`config.mk`:
```
export PLATFORM = sky130hd
export DESIGN_NAME = muxn
export DESIGN_NICKNAME = d
export VERILOG_FILES = /design/src/rtl/mux_pkg.sv /design/src/rtl/muxn_onehot_enc.sv /design/src/rtl/muxn.sv
export SDC_FILE = /design/constraint.sdc
export NUM_CORES = 1
export LEC_CHECK = 0
export ABC_AREA = 1
export BUFFER_PORTS_ARGS = -buffer_cell sky130_fd_sc_hd__buf_2
export CORE_MARGIN = 8
export CORE_UTILIZATION = 48
export CTS_CLUSTER_DIAMETER = 60
export DETAILED_ROUTE_END_ITERATION = 16
export HOLD_SLACK_MARGIN = 0.12
export PLACE_DENSITY = 0.89
export SLEW_MARGIN = 20
export SYNTH_ARGS = -nofsm -noshare
export SYNTH_HDL_FRONTEND = slang
export SYNTH_HIERARCHICAL = 1
export SYNTH_SLANG_ARGS = --single-unit
```
`constraint.sdc`:
```
create_clock -name clk -period 2.19 [get_ports clk]
set_input_delay 0.438 -clock clk [delete_from_list [all_inputs] [get_ports clk]]
set_output_delay 0.438 -clock clk [all_outputs]
set_load 0.05 [all_outputs]
```
`src/rtl/mux_pkg.sv`:
```
// Shared types and helpers for the muxn M-way handshake steering multiplexer.
package mux_pkg;

    localparam int MAX_M = 64;

    typedef enum logic [1:0] {
        IDLE = 2'd0,
        REQ  = 2'd1,
        RTZ  = 2'd2
    } mux_state_t;

    // True when exactly one bit of the (zero-extended) vector is set.
    function automatic bit onehot_valid(input logic [MAX_M-1:0] vec);
        return (vec != '0) && ((vec & (vec - 1'b1)) == '0);
    endfunction

endpackage

```
`src/rtl/muxn_onehot_enc.sv`:
```
// One-hot encoder: flags an exactly-one-hot vector and returns the index of its set bit.
module onehot_enc
    import mux_pkg::*;
#(
    parameter  int M  = 2,
    localparam int SW = $clog2(M)
) (
    input  logic [M-1:0]  vec_i,
    output logic          valid_o,
    output logic [SW-1:0] idx_o
);

    assign valid_o = onehot_valid(MAX_M'(vec_i));

    // OR of the indices of set bits; meaningful only when valid_o is high.
    always_comb begin
        idx_o = '0;
        for (int k = 0; k < M; k++) begin
            if (vec_i[k]) begin
                idx_o = idx_o | SW'(k);
            end
        end
    end

endmodule

```
`src/rtl/muxn.sv`:
```
// M-way four-phase handshake steering mux with registered outputs.
// Optional sticky control-error monitor (err_o) enabled by defining MUX_CHECK_EN.
module muxn
    import mux_pkg::*;
#(
    parameter  int N  = 32,
    parameter  int M  = 2,
    localparam int SW = $clog2(M)
) (
    input  logic           clk,
    input  logic           rst,
    input  logic [M-1:0]   r_i,
    output logic [M-1:0]   a_i,
    input  logic [M*N-1:0] d_i,
    input  logic [M-1:0]   ctl_i,
    output logic           actl_o,
    output logic           r_o,
    input  logic           a_o,
    output logic [N-1:0]   d_o,
`ifdef MUX_CHECK_EN
    output logic           err_o,
`endif
    output mux_state_t     dbg_state_o
);

    mux_state_t    state_q;
    logic          r_o_q;
    logic [M-1:0]  a_i_q;
    logic          actl_q;
    logic [N-1:0]  d_q;
    logic [SW-1:0] sel_q;

    logic          enc_valid;
    logic [SW-1:0] enc_idx;
    logic          capture;

    onehot_enc #(.M(M)) u_enc (
        .vec_i   (ctl_i),
        .valid_o (enc_valid),
        .idx_o   (enc_idx)
    );

    assign capture = (state_q == IDLE) && enc_valid && r_i[enc_idx];

    // Handshake: the selected producer's request is captured in IDLE; r_o is held
    // until a_o rises, then a_i[sel_q]/actl_o are held until a_o, r_i[sel_q] and
    // ctl_i have all returned to zero.
    always_ff @(posedge clk or negedge rst) begin
        if (!rst) begin
            state_q <= IDLE;
            r_o_q   <= 1'b0;
            a_i_q   <= '0;
            actl_q  <= 1'b0;
            d_q     <= '0;
            sel_q   <= '0;
        end else begin
            case (state_q)
                IDLE: begin
                    if (capture) begin
                        d_q     <= d_i[enc_idx*N +: N];
                        sel_q   <= enc_idx;
                        r_o_q   <= 1'b1;
                        state_q <= REQ;
                    end
                end
                REQ: begin
                    if (a_o) begin
                        r_o_q   <= 1'b0;
                        a_i_q   <= M'(1) << sel_q;
                        actl_q  <= 1'b1;
                        state_q <= RTZ;
                    end
                end
                RTZ: begin
                    if (!a_o && !r_i[sel_q] && (ctl_i == '0)) begin
                        a_i_q   <= '0;
                        actl_q  <= 1'b0;
                        state_q <= IDLE;
                    end
                end
                default: begin
                    r_o_q   <= 1'b0;
                    a_i_q   <= '0;
                    actl_q  <= 1'b0;
                    state_q <= IDLE;
                end
            endcase
        end
    end

    assign r_o         = r_o_q;
    assign a_i         = a_i_q;
    assign actl_o      = actl_q;
    assign d_o         = d_q;
    assign dbg_state_o = state_q;

`ifdef MUX_CHECK_EN
    logic         err_q;
    logic [M-1:0] ctl_q;

    // Multi-hot control while idle, or any control change while the output is requested.
    always_ff @(posedge clk or negedge rst) begin
        if (!rst) begin
            err_q <= 1'b0;
            ctl_q <= '0;
        end else begin
            if (capture) begin
                ctl_q <= ctl_i;
            end
            if (((state_q == IDLE) && (ctl_i != '0) && !enc_valid) ||
                ((state_q == REQ) && (ctl_i != ctl_q))) begin
                err_q <= 1'b1;
            end
        end
    end

    assign err_o = err_q;
`endif

endmodule

```
======== Word level (Yosys, flattened, before mapping) ========
Index checks and enable logic that the tools add are counted.
cells by class
  $lt $le $gt $ge ......................... 2
  reduce and logical (&&, ||, !) cells .... 15
  mux-type cells .......................... 17
  shift operators ......................... 2
  div/mod/pow operators ................... 0
  bitwise logic cells ..................... 3
  multiply operators ...................... 0
  $add $sub $neg .......................... 1
  eq/ne operators ......................... 5
operators with widths
  cell                                                        count
  AND 2 x 64 -> 64 bit                                        1
  logical NOT 64 bit                                          1
  indexed part select 64 x 7 -> 32 bit                        1
  case mux 2 bit (3 select lines)                             2
  two-way mux 1 bit                                           9
  AND reduction 3 bit                                         3
  two-way mux 2 bit                                           4
  != test 2 bit, second input constant                        3
  case mux 1 bit (3 select lines)                             2
  logical AND 1 bit                                           5
  logical NOT 2 bit                                           2
  less-than comparator 1 x 2 -> 1 bit, second input constant  2
  subtractor 2 x 1 -> 3 bit, second input constant            1
  == test 2 x 1 -> 1 bit, second input constant               1
  == test 2 bit, second input constant                        1
  logical NOT 1 bit                                           2
  inverter 1 bit                                              2
  AND reduction 2 bit                                         1
  nonzero test 2 bit                                          1
  left shift 1 x 1 -> 2 bit, first input constant             1
storage, ports and cells
  RAM bits ................................ 0
  bits in latches ......................... 0
  input bits .............................. 71
  memories kept ........................... 0
  ROM bits ................................ 0
  bits in registers ....................... 39

======== Depth between registers and ports, before layout ========
Gate-level depths: netlist (run 1).
  word-level depth ........................ 8
  gate-level depth with buffers ........... 9
  depth with buffers taken out ............ 8

======== Modules after synthesis ========
Netlist (run 1), hierarchy kept.
by module, submodules not included
  module      times used  area each (um2)  cells an instance
  muxn        1           1945.6           216
  onehot_enc  1           26.3             6

======== Worst setup path after synthesis (run 1) ========
No wires, ideal clock.
  path type ............................... register -> register
  start point ............................. reg state_q[0], in the netlist dbg_state_o[0]
  end point ............................... reg d_q[12], in the netlist d_o[12]
  buffers on the path ..................... 1
  arrival time ............................ 1.283 ns
  clock period less this slack ............ 1.401 ns
  cell stages (with the launch flop) ...... 6
  path slack .............................. 0.789 ns
  path through ............................ dfrtp_1 > nor3b_2 > nand2_2 > buf_2 > nand2_1 > nand2_1
between the ends
  word-level cells in the longest chain between the ends .. 4
ends and longest elaborated chain
  element                                 RTL line                text
  start: declaration                      muxn.sv:26              mux_state_t state_q;
  start signal: assignment                muxn.sv:50              state_q <= IDLE;
  start signal: assignment                muxn.sv:63              state_q <= REQ;
  start signal: assignment                muxn.sv:71              state_q <= RTZ;
  logical NOT 2 bit *                     muxn.sv:43, muxn.sv:57
  logical AND 1 bit (2 in series)         muxn.sv:43              assign capture = (state_q == IDLE) && enc_valid && r_i[enc_idx];
  AND reduction 2 bit (no source line) *  --
  end signal: assignment                  muxn.sv:60              d_q <= d_i[enc_idx*N +: N];
  end: declaration                        muxn.sv:30              logic [N-1:0] d_q;
Every way passes the cells marked *; elsewhere a longest branch is shown, timed or not.
A chain may end at the register's enable or synchronous reset.

======== Worst setup path after layout (run 1) ========
  start point ............................. reg state_q[0], in the netlist dbg_state_o[0]
  end point ............................... out dbg_state_o[0]
RTL lines
  element           RTL line    text
  end: declaration  muxn.sv:23  output mux_state_t dbg_state_o
No word-level cell between the ends.

==> results.cfg, run 1 <==
[run_status]
status = completed

[worst_setup_path]
worstPathMaxFanout = 6
worst_setup_path_start_kind = register
end_kind = output port
critical_path.top_delay_family = flip-flops
crit_type = reg -> out
cp_cell_sequence = buf_2
critPathArrivalTime_ns = 1.06
cp_data_required_time_ns = 1.75
slowest_delay_ns = 0.46
path_buf_inv = 1
worst_path_max_delay_cell = dfrtp_1

[synthesis]
ys_seq_elements = 39
synth-compound-area-share = 0.01713
syn_area_mm2 = 0.001972
synth_simple_gate_area_frac = 0.2430
syn_inst = 222
yosysSeqAreaShare = 0.4949
yosys.area_share.adder = 0
avgSynthCellArea_um2 = 8.882
muxShareOfSynthArea = 0.1827
ys_warn_count = 6
yosysUniqueCellTypes = 14
synth-xor-area-share = 0
synth_top_family_by_area = simple AND/OR/NAND/NOR gates
syn_nets = 293

[pwr]
power_frac_comb = 0.554
p_per_area_mw_per_mm2 = 1539
p_sw_frac = 0.5381
power.internal_uw = 1867
pwr-share-clk = 0.131
p_seq_frac = 0.315
cellLeakagePower_uw = 0.001528
power_switching_uw = 2175
peakVddDrop_uv = 840.3

[timing]
fin_tns_setup_ns = 0
slew_viol_final = 0
fin_worst_skew_ns = 0.005137
worst_slew_pin_slew_ns = 0.8239
hold_violations = 0
slew_headroom = 0.4507
finalSetupViolations = 0
timing.final.crit_share = 0.6837
rsz0062_at_grt = false
hold_ws_ns = 0.2399
min_period_ns = 1.497
fmax_mhz = 667.8

[route]
drtAntennaViolNets = 0
route.detailed.drc = 0
route.detailed.wl_per_inst_um = 13.48
vias_per_cell = 4.774
totalWireLength_um = 5135
via_count = 1819
detail_route.iter0.violations = 87
drtPass1Iterations = 4

[clocking]
cts_setup_buffers = 0
clockBufferDepth = 2
clkSlewWorstSetupHoldPaths_ns = 0.07
ctsResizeCount = 0
cts_inserted_buffers = 5
htreeDepth = 2
root_buffer = clkbuf_8
hold_buffers = 0
cts.sinks = 39
cts_tree = built
clk_latency_ns = 0.29

[floorplan]
row_count = 23
die_w_um = 80.10
core_mm2 = 0.003971
die_h_um = 80.10
ios = 109
die_area_mm2 = 0.006415
start_util = 0.4965

[layout]
fillCellCount = 322
nets = 401
drive_gt1_frac = 0.4713
antennaDiodeCount = 0
final_common_cell = nand2_1
area_growth_pct = 33.19
final_cell_mix = nand2_1, buf_2, dfrtp_1, mux2_2, inv_1
final_util = 0.6613

[worst_hold_path]
hold_class = in -> async

[flow_run]
maxCapViolations = 0

[place]
hpwl_um = 4065
port_buffers = 108
gp_congestion = 0.8413

[global_route]
antenna_found_initial = 0
grt_pass1_wl_um = 8355
grt-ovfl-total = 0
grt_max_degree = 40
grt_pass1_vias = 1946
grt_usage = 0.1650
-- state kept, by name, indices dropped and copies added, names as in the netlist --
signal and count:
a_i 2, d_o 32, dbg_state_o 2, r_o 1, actl_o 1, sel_q 1
-- power groups by stage --
stage | registers (µW) | clock network, µW | logic, µW
final | 1270 | 529 | 2240
after global routing | 1330 | 575 | 2380
after CTS | 1270 | 551 | 2270
after detailed placement | 1270 | 0 | 2270
after global placement | 1260 | 0 | 2220
after floorplan | 2500 | 0 | 466
-- cell families (layout without fill, tap and decap cells) --
logic type             Yosys count  after routing
AO/OA/AOI/OAI                    6              6
multiplexers                    32             32
flip-flops                      39             39
buffers and inverters           21            130
AND/OR/NAND/NOR                124            124
-- synth_stat cells --
| library cell | number | share of area |
|---|---|---|
| inv_1 | 9 | 0.017 |
| o21ai_0 | 5 | 0.013 |
| nand2_2 | 1 | 0.0032 |
| o21ai_2 | 1 | 0.0044 |
| buf_2 | 6 | 0.015 |
| buf_6 | 4 | 0.023 |
| nor2_1 | 4 | 0.0076 |
| inv_4 | 1 | 0.0032 |
| nor3b_2 | 1 | 0.0063 |
| dfrtp_1 | 39 | 0.49 |
| nand3_1 | 2 | 0.0051 |
| mux2_2 | 32 | 0.18 |
| nand2_1 | 116 | 0.22 |
| buf_4 | 1 | 0.0038 |
-- layer usage --
metal	up-vias	wire, µm	share of wire	global-route usage
met3	9	525	0.10	0.06138
met2	77	2608	0.51	0.2886
met4	0	91	0.018	0.08545
met1	827	1910	0.37	0.1673
met5	-	0	0	0
li1	906	-	-	-
-- metrics by stage --
| step | setup slack, ns | std cells | area, µm² | total power, µW |
|---|---|---|---|---|
| floorplan | 0.7894 | 222 | 1972 | 2963 |
| global placement | 0.6391 | 373 | 2522 | 3484 |
| detailed placement | 0.5498 | 373 | 2522 | 3545 |
| CTS | 0.6851 | 381 | 2626 | 4091 |
| global route | 0.6547 | 381 | 2626 | 4284 |
| finish | 0.6926 | 381 | 2626 | 4042 |
-- worst paths after layout --
check | from | end | slack (ns) | depth (start not counted)
max | dbg_state_o[0] | dbg_state_o[0] | 0.69 | 1
min | rst | actl_o | 0.24 | 1
max reg2reg | dbg_state_o[0] | sel_q | 0.88 | 4
min reg2reg | actl_o | actl_o | 0.48 | 2
max in group asynchronous | rst | d_o[3] | 1.44 | 1
min in group clk | a_o | dbg_state_o[0] | 0.43 | 2
-- cell type report --
type / instances / area, µm² / area share
sequential: 39 / 975.9 / 0.3716
multi-input combinational: 162 / 873.3 / 0.3325
timing repair buffer: 112 / 570.5 / 0.2172
clock buffer: 7 / 96.34 / 0.03668
tap: 50 / 62.56 / 0.02382
inverter: 10 / 40.04 / 0.01525
clock inverter: 1 / 7.507 / 0.002859
(Power assumes the default switching activity.)
==> run 2, diff against run 1 <==
--- a/config.mk
+++ b/config.mk
@@ -5,14 +5,14 @@
 export SDC_FILE = /design/constraint.sdc
 export NUM_CORES = 1
 export LEC_CHECK = 0
-export ABC_AREA = 1
+export ABC_AREA = 0
 export BUFFER_PORTS_ARGS = -buffer_cell sky130_fd_sc_hd__buf_2
 export CORE_MARGIN = 8
-export CORE_UTILIZATION = 48
+export CORE_UTILIZATION = 45
 export CTS_CLUSTER_DIAMETER = 60
 export DETAILED_ROUTE_END_ITERATION = 16
 export HOLD_SLACK_MARGIN = 0.12
-export PLACE_DENSITY = 0.89
+export PLACE_DENSITY = 0.82
 export SLEW_MARGIN = 20
 export SYNTH_ARGS = -nofsm -noshare
 export SYNTH_HDL_FRONTEND = slang
==> constraint.sdc (replaced) <==
create_clock -name clk -period 1.5 [get_ports clk]
set_input_delay 0.3 -clock clk [delete_from_list [all_inputs] [get_ports clk]]
set_output_delay 0.3 -clock clk [all_outputs]
set_load 0.05 [all_outputs]
==> run 2 against run 1 <==
The flow now finishes with violations (negative setup slack). Worst setup slack worse by 0.70 ns. First-iteration DRC count shrank 38%. Register-to-register slack worse by 0.88 ns. Worst hold slack improved by 0.12 ns. Highest routed layer unchanged.
==> results.cfg, run 2 <==
[pwr]
cellLeakagePower_uw = 0.001428
peakVddDrop_uv = 936.5
p_per_area_mw_per_mm2 = 2231

[synthesis]
yosys.area_share.adder = 0
synth-compound-area-share = 0.04343
ys_seq_elements = 39
synth_flop_cell = dfrtp_1
synth_edf_count = 0
syn_area_mm2 = 0.002132
yosys.cell_count.top_type = dfrtp_1
yosys.area.top_type = dfrtp_1
ys_warn_count = 6
post-synth-top-area-fraction = 0.4577
muxShareOfSynthArea = 0.3973
syn_inst = 144
synth_common_cells = dfrtp_1, mux2_2, mux2_4, a21oi_1
async_flop_share = 1.000
syn_nets = 215
yosysSeqAreaShare = 0.4577
yosysUniqueCellTypes = 26
avgSynthCellArea_um2 = 14.81
synth-xor-area-share = 0.004108
synthTopCellsByArea = dfrtp_1, mux2_4, mux2_2
synth_simple_gate_area_frac = 0.04519
synth_top_family_by_area = multiplexers

[timing]
timing.final.ws_setup_ns = -0.004792
timing.final.crit_share = 1.003
worst_slew_pin_slew_ns = 0.4211
slew_viol_final = 0
slew_headroom = 0.7192
finalSetupViolations = 4
min_period_ns = 1.505
hold_violations = 0
hold_ws_ns = 0.3641
rsz0062_at_grt = true
fmax_mhz = 664.5
fin_worst_skew_ns = 0.001628

[clocking]
cts.sinks = 39
htreeDepth = 2
cts_tree = built
cts_inserted_buffers = 5
root_buffer = clkbuf_8
clockBufferDepth = 2
clk_latency_ns = 0.29
clkSlewWorstSetupHoldPaths_ns = 0.07
cts_setup_buffers = 0

[place]
port_buffers = 108
hpwl_um = 4046
gp_congestion = 0.7958

[floorplan]
die_area_mm2 = 0.007196
core_mm2 = 0.004661
start_util = 0.4574
row_count = 25
ios = 109
die_h_um = 84.83
die_w_um = 84.83

[run_status]
status = finished, violations left
failed_checks = negative setup slack

[worst_setup_path]
rr_endpoint = d_o[27]
crit_type = reg -> reg
reg2reg_from = dbg_state_o[0]
ff2ff_path_depth = 4
end_kind = register
worstPathMaxFanout = 19
worst_setup_path_start_kind = register
crit_path_end = d_o[27]
cp_cell_sequence = nor3b_4 -> nor2b_4 -> buf_12 -> mux2_4
critPathArrivalTime_ns = 1.68
worst_path_max_delay_cell = dfrtp_2
r2r_setup_slack_ns = -0.005
slowest_delay_ns = 0.42
cp_data_required_time_ns = 1.68
startpoint = dbg_state_o[0]

[route]
drtAntennaViolNets = 0
route.detailed.wl_per_inst_um = 16.73
detail_route.iter0.violations = 54
vias_per_cell = 4.987
totalWireLength_um = 5236
via_count = 1561
drtPass1Iterations = 6
route.detailed.drc = 0

[global_route]
grt_pass1_vias = 1817
grt-ovfl-total = 0
antenna_found_initial = 0
grt_max_degree = 23
grt_usage = 0.1499
grt_pass1_wl_um = 8645

[worst_hold_path]
hold_class = in -> reg

[layout]
final_util = 0.6134
largest_register_ffs = 32
drive_gt1_frac = 0.7761
nets = 329
antennaDiodeCount = 0
final_common_cell = buf_2
final_cell_mix = buf_2, dfrtp_1, mux2_2, mux2_4, buf_4
area_growth_pct = 34.10

[flow_run]
maxCapViolations = 0
run 2: per-stage QoR:
stage	total power [µW]	cell area [µm²]	worst slack [ns]	instances	setup TNS (ns)
after floorplan	4837	2148	-0.2124	144	-6.330
after global placement	5626	2750	-0.2082	304	-5.963
after detailed placement	5693	2750	-0.2501	304	-6.557
after CTS	6453	2859	-0.01265	313	-0.09723
after global routing	6691	2859	-0.05897	313	-1.446
final	6377	2859	-0.004792	313	-0.008347
run 2: worst min-delay path by stage:
stage             from      end  slack [ns]  cells after the start
2_1_floorplan      rst   a_i[0]       0.004                      0
3_3_place_gp       rst   a_i[1]        0.26                      1
3_5_place_dp       rst   a_i[0]        0.26                      1
4_1_cts        d_i[62]  d_o[30]        0.35                      3
5_1_grt         d_i[2]   d_o[2]        0.36                      3
6_report       d_i[30]  d_o[30]        0.36                      3
run 2: cell families after synthesis:
family,Yosys count
flip-flops,39
buffers and inverters,11
AO/OA/AOI/OAI,14
multiplexers,66
XOR/XNOR,1
AND/OR/NAND/NOR,13
run 2: layout make-up:
cell class,count,area [µm²]
well taps,54,67.56
fillers,378,1802
clock inverters,3,15.01
flip-flops and latches,39,978.4
repair buffers,118,655.6
clock buffers,5,68.82
multi-input cells,94,1074
run 2: timing repair:
| action | 4_1_cts | 5_1_grt |
|---|---|---|
| resized for setup | 4 | 0 |
| endpoints found under the setup margin | 10 | 32 |
| pin swaps | 0 | 0 |
| hold buffers | 1 | 0 |
| hold endpoints to repair | 17 | 0 |
run 2: layer usage:
| metal | part of all wire | vias to the layer above | GRT usage |
|---|---|---|---|
| li1 | - | 741 | - |
| met1 | 0.40 | 753 | 0.1652 |
| met2 | 0.50 | 60 | 0.2527 |
| met3 | 0.084 | 7 | 0.06081 |
| met4 | 0.013 | 0 | 0.05663 |
| met5 | 0 | - | 0 |
run 2: where the power goes:
part           internal (µW)  leakage, µW  switching, µW
Sequential              1570     0.000454            288
Combinational           1340     0.000926           2500
Clock                    318    0.0000477            357
run 2: critical path: cells and delay by family, from the launching register on:
| family | cells | cell delay (ns) |
|---|---|---|
| simple gates | 2 | 0.43 |
| flops | 1 | 0.42 |
| buf+inv | 1 | 0.21 |
| mux | 1 | 0.32 |
==> run 3, diff against run 2 <==
--- a/config.mk
+++ b/config.mk
@@ -8,13 +8,12 @@
 export ABC_AREA = 0
 export BUFFER_PORTS_ARGS = -buffer_cell sky130_fd_sc_hd__buf_2
 export CORE_MARGIN = 8
-export CORE_UTILIZATION = 45
+export CORE_UTILIZATION = 44
 export CTS_CLUSTER_DIAMETER = 60
 export DETAILED_ROUTE_END_ITERATION = 16
 export HOLD_SLACK_MARGIN = 0.12
-export PLACE_DENSITY = 0.82
+export PLACE_DENSITY = 0.88
 export SLEW_MARGIN = 20
 export SYNTH_ARGS = -nofsm -noshare
 export SYNTH_HDL_FRONTEND = slang
-export SYNTH_HIERARCHICAL = 1
 export SYNTH_SLANG_ARGS = --single-unit
==> run 3 against run 2 <==
The run still ends with negative setup slack left. Combinational power up 2%. Via count up 2.8%. Synthesized area down 9.2%. Largest power group unchanged. Highest routed layer unchanged.
==> results.cfg, run 3 <==
[run_status]
status = finished, violations left
failed_checks = negative setup slack

[worst_setup_path]
worst_setup_path_start_kind = register
slowest_delay_ns = 0.41
cp_data_required_time_ns = 1.68
worstPathMaxFanout = 5
critPathArrivalTime_ns = 1.87
worst_path_max_delay_cell = dfrtp_1
crit_type = reg -> reg
cp_cell_sequence = or3b_4 -> a21oi_4 -> buf_12 -> clkbuf_16 -> mux2_4
end_kind = register

[place]
port_buffers = 108
hpwl_um = 4173
dp.cells = 297
gp_congestion = 0.7842
post-place-ws_ns = -0.4660

[floorplan]
die_area_mm2 = 0.006777
row_count = 24
die_w_um = 82.33
ios = 109
core_mm2 = 0.004294
start_util = 0.4508
die_h_um = 82.33

[global_route]
antenna_found_initial = 0
grt_usage = 0.1604
grt_pass1_vias = 1727
grt-ovfl-total = 0
grt_pass1_wl_um = 8197
grt_max_degree = 35

[route]
route.detailed.drc = 0
drtAntennaViolNets = 0
via_count = 1605
route.detailed.wl_per_inst_um = 18.18
detail_route.iter0.violations = 68
drtPass1Iterations = 4
vias_per_cell = 5.128
totalWireLength_um = 5689

[layout]
antennaDiodeCount = 0
final_common_cell = buf_2
nets = 332
drive_gt1_frac = 0.7586
final_cell_mix = buf_2, dfrtp_1, mux2_2, mux2_4, clkbuf_8
area_growth_pct = 54.10
final_cell_count_no_fill = 313
largest_register_ffs = 32

[pwr]
cellLeakagePower_uw = 0.001512
peakVddDrop_uv = 1206
p_per_area_mw_per_mm2 = 2291
power_uw = 6833

[worst_hold_path]
hold_class = in -> reg

[timing]
fmax_mhz = 592.4
timing.final.crit_share = 1.125
timing.final.ws_setup_ns = -0.1881
fin_tns_setup_ns = -5.499
hold_violations = 0
slew_headroom = 0.7531
worst_slew_pin_slew_ns = 0.3704
slew_viol_final = 0
finalSetupViolations = 32
rsz0062_at_grt = true
fin_worst_skew_ns = 0.006320
min_period_ns = 1.688

[synthesis]
synthTopCellsByArea = dfrtp_1, mux2_2, buf_6
synth_common_cells = mux2_2, dfrtp_1, clkbuf_1, inv_1
yosys.area.top_type = dfrtp_1
yosysSeqAreaShare = 0.5042
async_flop_share = 1.000
syn_nets = 209
yosys.cell_count.top_type = mux2_2
synth_edf_count = 0
ys_warn_count = 0
avgSynthCellArea_um2 = 14.13
post-synth-top-area-fraction = 0.5042
yosysUniqueCellTypes = 19
ys_seq_elements = 39
synth_flop_cell = dfrtp_1
syn_area_mm2 = 0.001936
syn_inst = 137

[clocking]
root_buffer = clkbuf_8
clockBufferDepth = 2
clk_latency_ns = 0.30
cts_tree = built
clkSlewWorstSetupHoldPaths_ns = 0.08
cts_inserted_buffers = 5
cts.sinks = 39
htreeDepth = 2

[flow_run]
maxCapViolations = 0
## run 3: final cells by class
| cell class | count | area [µm²] |
|---|---|---|
| Fill cell | 323 | 1311 |
| Multi-Input combinational cell | 87 | 1010 |
| Clock buffer | 5 | 68.82 |
| Inverter | 4 | 20.02 |
| Tap cell | 52 | 65.06 |
| Sequential cell | 39 | 975.9 |
| Timing Repair Buffer | 123 | 775.7 |
| Clock inverter | 3 | 67.56 |
## run 3: cells by family (layout without fill, tap and decap cells)
kind of cell / after synthesis / after routing / synth area share
buffers and inverters: 11 / 135 / 0.03296
muxes: 67 / 67 / 0.3878
DFF: 39 / 39 / 0.5042
AOI/OAI and AO/OA: 11 / 11 / 0.04654
and+or+nand+nor: 8 / 8 / 0.02198
adders and majority gates: 1 / 1 / 0.006463
## run 3: worst max-delay path: cells and delay by family, from the launching register on
family | cells | cell delay [ns]
flops | 1 | 0.41
buf+inv | 2 | 0.30
compound gates | 1 | 0.16
simple gates | 1 | 0.40
mux | 1 | 0.30
## run 3: timing repair
action | in CTS | in global routing
cloned | 2 | 2
pin swaps | 1 | 0
hold buffers | 1 | 0
hold endpoints to repair | 14 | 0
setup buffers | 3 | 1
endpoints found under the setup margin | 32 | 33
resized for setup | 6 | 14
## run 3: final timing paths
kind | slack (ns) | cells after the start | from | to
worst max-delay path | -0.19 | 5 | dbg_state_o[1] | d_o[20]
worst min-delay path | 0.36 | 3 | d_i[24] | d_o[24]
worst max register to register | -0.19 | 5 | dbg_state_o[1] | d_o[20]
worst min register to register | 0.50 | 1 | r_o | r_o
max in group asynchronous | 0.57 | 3 | rst | sel_q
min in group asynchronous | 0.47 | 2 | rst | d_o[2]
## run 3: per-stage QoR
step                      instance area (µm²)  hold slack (ns)  utilization
after floorplan                          2044         0.004409            -
after global placement                   2649           0.2232       0.6168
after detailed placement                 2649           0.2304       0.6168
after CTS                                2900           0.3520       0.6754
after global routing                     2983           0.3590       0.6946
final                                    2983           0.3555       0.6946
## run 3: per-layer routing
layer	track usage	wire, µm	share of wire	vias up
li1	-	-	-	736
met1	0.1720	2111	0.37	798
met2	0.2811	2878	0.51	64
met3	0.05411	615	0.11	7
met4	0.06842	85	0.015	0
met5	0	0	0	-
## run 3: power breakdown
group / switching [µW] / internal [µW] / total, µW
logic: 2550 / 1360 / 3920
clock network: 378 / 663 / 1040
registers: 306 / 1570 / 1870
